==> src/rtl/sparc_ifu_pcinc_arb_pkg.sv <==
// Shared IFU definitions for the per-thread PC sequencer.
//   IFU_PC_W : PC width in bits
//   IFU_NTHR : hardware thread count
//   tid_t    : thread identifier
//   HOLE_BIT : PC bit whose 0->1 transition on increment marks an address-hole crossing
package sparc_ifu_pcinc_arb_pkg;

    localparam int IFU_PC_W = 46;
    localparam int IFU_NTHR = 4;
    localparam int HOLE_BIT = IFU_PC_W - 1;

    typedef logic [1:0] tid_t;

endpackage

==> src/rtl/sparc_ifu_incr46.sv <==
// Shared PC incrementer.
//   a     : PC selected by the arbiter
//   a_inc : a + 1, wrapping modulo 2^IFU_PC_W
//   ofl   : increment carried into the top bit (crossed into the address hole)
module sparc_ifu_incr46
    import sparc_ifu_pcinc_arb_pkg::*;
(
    input  logic [IFU_PC_W-1:0] a,
    output logic [IFU_PC_W-1:0] a_inc,
    output logic                ofl
);

    assign a_inc = a + {{(IFU_PC_W-1){1'b0}}, 1'b1};

    // Top bit going 0->1 is a hole crossing; 1->0 is a plain wrap and is not flagged.
    assign ofl = ~a[HOLE_BIT] & a_inc[HOLE_BIT];

endmodule

==> src/rtl/sparc_ifu_pcinc_arb.sv <==
// Per-thread PC sequencer: four thread PCs share one incrementer, granted
// round-robin at most once per cycle. Redirect loads and a sticky overflow
// flag per thread make a thread ineligible for increment.
//   rclk, rst_l     : clock, synchronous active-low reset
//   inc_req         : per-thread increment request
//   ld_vld, ld_pc   : per-thread redirect strobe, shared redirect target
//   ofl_clr         : per-thread clear of the sticky overflow flag
//   inc_gnt         : one-hot grant, combinational in the request cycle
//   pc_t0..pc_t3    : registered thread PCs
//   ofl_t           : registered sticky overflow flags
module sparc_ifu_pcinc_arb
    import sparc_ifu_pcinc_arb_pkg::*;
#(
    parameter logic [IFU_PC_W-1:0] RESET_PC = '0,
    parameter int                  NTHR     = IFU_NTHR
) (
    input  logic                rclk,
    input  logic                rst_l,
    input  logic [NTHR-1:0]     inc_req,
    input  logic [NTHR-1:0]     ld_vld,
    input  logic [IFU_PC_W-1:0] ld_pc,
    input  logic [NTHR-1:0]     ofl_clr,
    output logic [NTHR-1:0]     inc_gnt,
    output logic [IFU_PC_W-1:0] pc_t0,
    output logic [IFU_PC_W-1:0] pc_t1,
    output logic [IFU_PC_W-1:0] pc_t2,
    output logic [IFU_PC_W-1:0] pc_t3,
    output logic [NTHR-1:0]     ofl_t
);

    logic [NTHR-1:0][IFU_PC_W-1:0] pc_q, pc_d;
    logic [NTHR-1:0]               ofl_q, ofl_d;
    tid_t                          ptr_q, ptr_d;

    logic [NTHR-1:0]               elig;
    logic                          found;
    logic                          gnt_vld;
    tid_t                          win;
    tid_t                          idx;
    logic [IFU_PC_W-1:0]           inc_a;
    logic [IFU_PC_W-1:0]           inc_res;
    logic                          inc_ofl;

    // A thread being redirected this cycle loses its increment to the load.
    assign elig = inc_req & ~ofl_q & ~ld_vld;

    // Round-robin pick: first eligible thread scanning from ptr_q upward.
    always_comb begin
        found = 1'b0;
        win   = ptr_q;
        idx   = ptr_q;
        for (int k = 0; k < NTHR; k++) begin
            idx = ptr_q + tid_t'(k);
            if (!found && elig[idx]) begin
                found = 1'b1;
                win   = idx;
            end
        end
    end

    // Grant is suppressed during reset so nothing downstream sees a stray pick.
    assign gnt_vld = found & rst_l;

    always_comb begin
        inc_gnt = '0;
        if (gnt_vld) inc_gnt[win] = 1'b1;
    end

    assign inc_a = pc_q[win];

    sparc_ifu_incr46 u_incr (
        .a     (inc_a),
        .a_inc (inc_res),
        .ofl   (inc_ofl)
    );

    always_comb begin
        pc_d  = pc_q;
        ofl_d = ofl_q & ~ofl_clr;
        ptr_d = ptr_q;
        if (gnt_vld) begin
            pc_d[win] = inc_res;
            ptr_d     = win + tid_t'(1);
            // Setting after the clear lets a same-cycle set win.
            if (inc_ofl) ofl_d[win] = 1'b1;
        end
        for (int i = 0; i < NTHR; i++) begin
            if (ld_vld[i]) pc_d[i] = ld_pc;
        end
    end

    always_ff @(posedge rclk) begin
        if (!rst_l) begin
            for (int i = 0; i < NTHR; i++) pc_q[i] <= RESET_PC;
            ofl_q <= '0;
            ptr_q <= '0;
        end else begin
            pc_q  <= pc_d;
            ofl_q <= ofl_d;
            ptr_q <= ptr_d;
        end
    end

    assign pc_t0 = pc_q[0];
    assign pc_t1 = pc_q[1];
    assign pc_t2 = pc_q[2];
    assign pc_t3 = pc_q[3];
    assign ofl_t = ofl_q;

endmodule

==> config.mk <==
export PLATFORM = sky130hd
export DESIGN_NAME = sparc_ifu_pcinc_arb
export DESIGN_NICKNAME = d
export VERILOG_FILES = /design/src/rtl/sparc_ifu_pcinc_arb_pkg.sv /design/src/rtl/sparc_ifu_incr46.sv /design/src/rtl/sparc_ifu_pcinc_arb.sv
export SDC_FILE = /design/constraint.sdc
export NUM_CORES = 1
export LEC_CHECK = 0
export ABC_AREA = 1
export CORE_ASPECT_RATIO = 1.25
export CORE_MARGIN = 3
export CORE_UTILIZATION = 55
export DETAILED_ROUTE_END_ITERATION = 8
export PLACE_DENSITY = 0.84
export SLEW_MARGIN = 20
export SYNTH_ARGS = -nofsm -noshare
export SYNTH_HDL_FRONTEND = slang
export SYNTH_SLANG_ARGS = --single-unit
export TNS_END_PERCENT = 1
==> constraint.sdc <==
create_clock -name rclk -period 10.1 [get_ports rclk]
set_clock_uncertainty 0.1 [all_clocks]
set_input_delay 1.01 -clock rclk [delete_from_list [all_inputs] [get_ports rclk]]
set_output_delay 1.01 -clock rclk [all_outputs]
set_load 0.01 [all_outputs]
==> results.txt <==
----------------------------------------------------
[Placed design]
  Post-detailed-placement half-perimeter wirelength ... 35300 um
  Weighted congestion at the end of routability-driven global placement ... 1.03
  Placed cells ... 2625
  Total cell area at the placement stage ... 0.0154 sq mm
  Number of input and output port buffers inserted ... 251

[Global routing]
  Vias in the first global route ... 15392
  Largest net degree at the start of global routing ... 106
  Antenna violations before repair ... 0
  Tot GR Track Use ... 0.394
  Total congestion overflow ... 0
  First-pass GRT wire length ... 79700 um

[Floorplanning]
  Horizontal die dimension ... 143 um
  Starting utilization of the core area ... 0.559
  I/O pin cnt ... 252
  Chip height ... 177 um
  Row count ... 62
  Area enclosed by the die boundary ... 0.0253 sq mm
  Core footprint ... 0.0230 sq mm

[STA]
  Max frequency ... 145 MHz
  Minimum hold slack ... 0.405 ns
  Headroom to the max-slew limit ... 0.232
  RSZ-0062 raised after global routing ... no
  Hold Violations, Final ... 0
  Final critical delay including setup and external delays ... 6.90 ns
  Final setup viols ... 0
  Final max-slew violation count ... 0
  Worst Tran Pin Value ... 1.15 ns
  Final clock period utilization by the worst path ... 0.683
  Sum of negative setup slack ... 0 ns

[Detailed routing]
  Total via count in the routed design ... 15770
  Total wire length after detailed routing ... 51300 um
  M1 wire length ... 18300 um
  DR WL met3 ... 5600 um
  Vias per std cell ... 5.94
  Highest Signal Layer ... met4
  DR pass1 iterations ... 7
  Metal2 WL ... 24200 um
  Starting DRC count in detailed routing ... 1577
  WL per Instance ... 19.3 um
  Count of unresolved DRC violations after routing ... 0
  ANT nets after route ... 0

[Pwr]
  Power Density ... 396 mW/mm^2
  Total design power ... 6330 uW
  Worst IR Drop VDD ... 297 uV
  Static leakage ... 0.00701 uW

[Worst setup path]
  CP Data Arrival Time ... 7.10 ns
  CP startpoint kind ... input pin
  Worst Reg-to-Reg Cells ... 21
  Crit path kind ... input pin to flop
  Worst r2r src ... ptr_q[0]
  CP endpoint kind ... flop
  Worst-path fanout max ... 85
  WP data required ... 10.31 ns
  Slack of the worst reg-to-reg path ... 4.06 ns
  Critical register-to-register path endpoint ... pc_t1[26]

[Cells and area]
  Final net count ... 2422
  Fillers ... 2097
  Proportion of layout cells with a drive suffix above 1 ... 0.0566
  Most common library cell in the layout ignoring fill and taps ... sky130_fd_sc_hd__nand2_1
  Synth-to-layout area growth ... 24.0%
  Final design area excluding fillers ... 0.0160 sq mm
  Non-filler instance count after layout ... 2657
  Leading cell types in the layout, fill and taps excluded ... 672 x sky130_fd_sc_hd__nand2_1, 380 x sky130_fd_sc_hd__inv_1, 251 x sky130_fd_sc_hd__clkdlybuf4s50_1
  Total inserted antenna cells ... 0

[Clocking]
  Post-cts repair resize count ... 0
  Clock tree sinks ... 190
  Count of hold buffers inserted by post-cts repair ... 0
  Number of buffers inserted during clock tree synthesis ... 17
  Clock latency on the worst-skew pair ... 0.46 ns
  Register clock-pin slew on the reported worst setup and hold paths ... 0.08 ns
  Largest buffer count on any clock path ... 2
  TritonCTS clock tree ... yes
  Clock root buffer ... sky130_fd_sc_hd__clkbuf_16
  H-tree levels ... 4
  Setup bufs post-CTS ... 0

[Status]
  Result of the run ... finished, final reports clean

[Min path]
  Cells on Worst Hold Path ... 2
  Destination of the worst hold path ... pc_t0[45]
  Type of the tightest min-delay check ... flop to flop
  Start point of the worst min-delay path ... pc_t0[45]

[Yosys]
  Sequential fraction of the synthesis area ... 0.295
  Mean instance size in the synthesized netlist ... 5.93 sq um
  Number of instances in the synthesized netlist ... 2174
  Library cells used by synthesis ... 45
  Synth Cell Area ... 0.0129 sq mm
  Yosys Warn Count ... 0
  Syn Nets ... 2240
  Flop and latch count out of synthesis ... 190

[Flow run]
  Max Cap Viol ... 0

----------------------------------------------------
## cell type report
type / instances / area (sq um) / area share
inverter: 405 / 1530 / 0.0957
sequential: 190 / 3800 / 0.238
timing repair buffer: 275 / 2690 / 0.168
clock buffer: 17 / 425 / 0.0266
tap: 288 / 360 / 0.0225
clock inverter: 15 / 190 / 0.0119
multi-input combinational: 1467 / 6980 / 0.437
## worst max path at each step
| stage | slack, ns | endpoint | depth (start not counted) | from |
|---|---|---|---|---|
| global route | 2.95 | pc_t2[14] | 23 | ld_vld[1] |
| CTS | 3.42 | pc_t1[14] | 23 | ld_vld[1] |
| global placement | 3.02 | pc_t2[14] | 23 | ld_vld[1] |
| floorplan | 6.21 | pc_t2[45] | 26 | ld_vld[1] |
| finish | 3.20 | pc_t1[26] | 24 | ld_vld[1] |
| detailed placement | 2.97 | pc_t1[14] | 23 | ld_vld[1] |
## cells by family after synthesis
family	synth area share
AOI/OAI and AO/OA	0.155
xor gates and xnor gates	0.0120
adders and majority gates	0.00583
buffers and inverters	0.165
DFF	0.295
and+or+nand+nor	0.367
## registers in the layout (all words and copies together) (netlist names)
| name | flops |
|---|---|
| pc_t3 | 46 |
| pc_t1 | 46 |
| ptr_q | 2 |
| ofl_t | 4 |
| pc_t0 | 46 |
| pc_t2 | 46 |
## per-layer routing
metal	vias to the layer above	GRT usage
met5	-	0
met4	0	0.238
met3	243	0.0676
met2	1129	0.664
met1	7141	0.465
li1	7257	-
## synth_stat cells (all sizes together)
library cell,n,share of area
nand2,686,0.20
inv,402,0.12
nand3,227,0.091
dfxtp,190,0.30
nor2,154,0.050
o22ai,125,0.061
a21oi,116,0.046
a31oi,60,0.029
clkbuf,59,0.017
buf,51,0.027
nand3b,21,0.012
o21ai,19,0.010
nand4,16,0.0083
o21a,12,0.0070
xor2,12,0.0087
ha,6,0.0058
nor3,4,0.0016
xnor2,4,0.0033
clkinv,3,0.00087
dlygate4sd1,2,0.0014
a32o,1,0.00078
a32oi,1,0.00068
and2,1,0.00049
nor4,1,0.00049
o211ai,1,0.00058
## worst max-delay path, cell delays in order
cell                              delay [ns]
sky130_fd_sc_hd__clkdlybuf4s50_1        0.39
sky130_fd_sc_hd__buf_4                  0.22
sky130_fd_sc_hd__inv_4                  0.43
sky130_fd_sc_hd__nand3_1                0.18
sky130_fd_sc_hd__nand2_1                0.13
sky130_fd_sc_hd__nand2_1                0.09
sky130_fd_sc_hd__o21ai_2                0.27
sky130_fd_sc_hd__nand3_4                0.16
sky130_fd_sc_hd__nand2_2                0.08
sky130_fd_sc_hd__buf_4                  0.75
sky130_fd_sc_hd__nand2_4                0.55
sky130_fd_sc_hd__inv_2                  0.38
sky130_fd_sc_hd__nand2_1                0.08
sky130_fd_sc_hd__nand3_1                0.10
sky130_fd_sc_hd__o21ai_2                0.15
sky130_fd_sc_hd__inv_1                  0.26
sky130_fd_sc_hd__ha_1                   0.41
sky130_fd_sc_hd__nand2_2                0.22
sky130_fd_sc_hd__nor2_8                 0.26
sky130_fd_sc_hd__nand2_1                0.19
sky130_fd_sc_hd__nor2_1                 0.23
sky130_fd_sc_hd__nand3_1                0.26
sky130_fd_sc_hd__nand3_1                0.15
sky130_fd_sc_hd__a21oi_1                0.08
## report_power, final
group / internal, uW / switching (uW) / leakage [uW]
combinational: 1340 / 3270 / 0.00514
clock: 359 / 360 / 0.000301
sequential: 886 / 115 / 0.00157
total: 2580 / 3750 / 0.00701
## stage by stage
| stage | util | setup WS [ns] |
|---|---|---|
| after floorplan | - | 6.21 |
| after global placement | 0.667 | 3.02 |
| after detailed placement | 0.667 | 2.97 |
| after CTS | 0.694 | 3.42 |
| after global routing | 0.694 | 2.95 |
| final | 0.694 | 3.20 |
(Power assumes the default switching activity.)
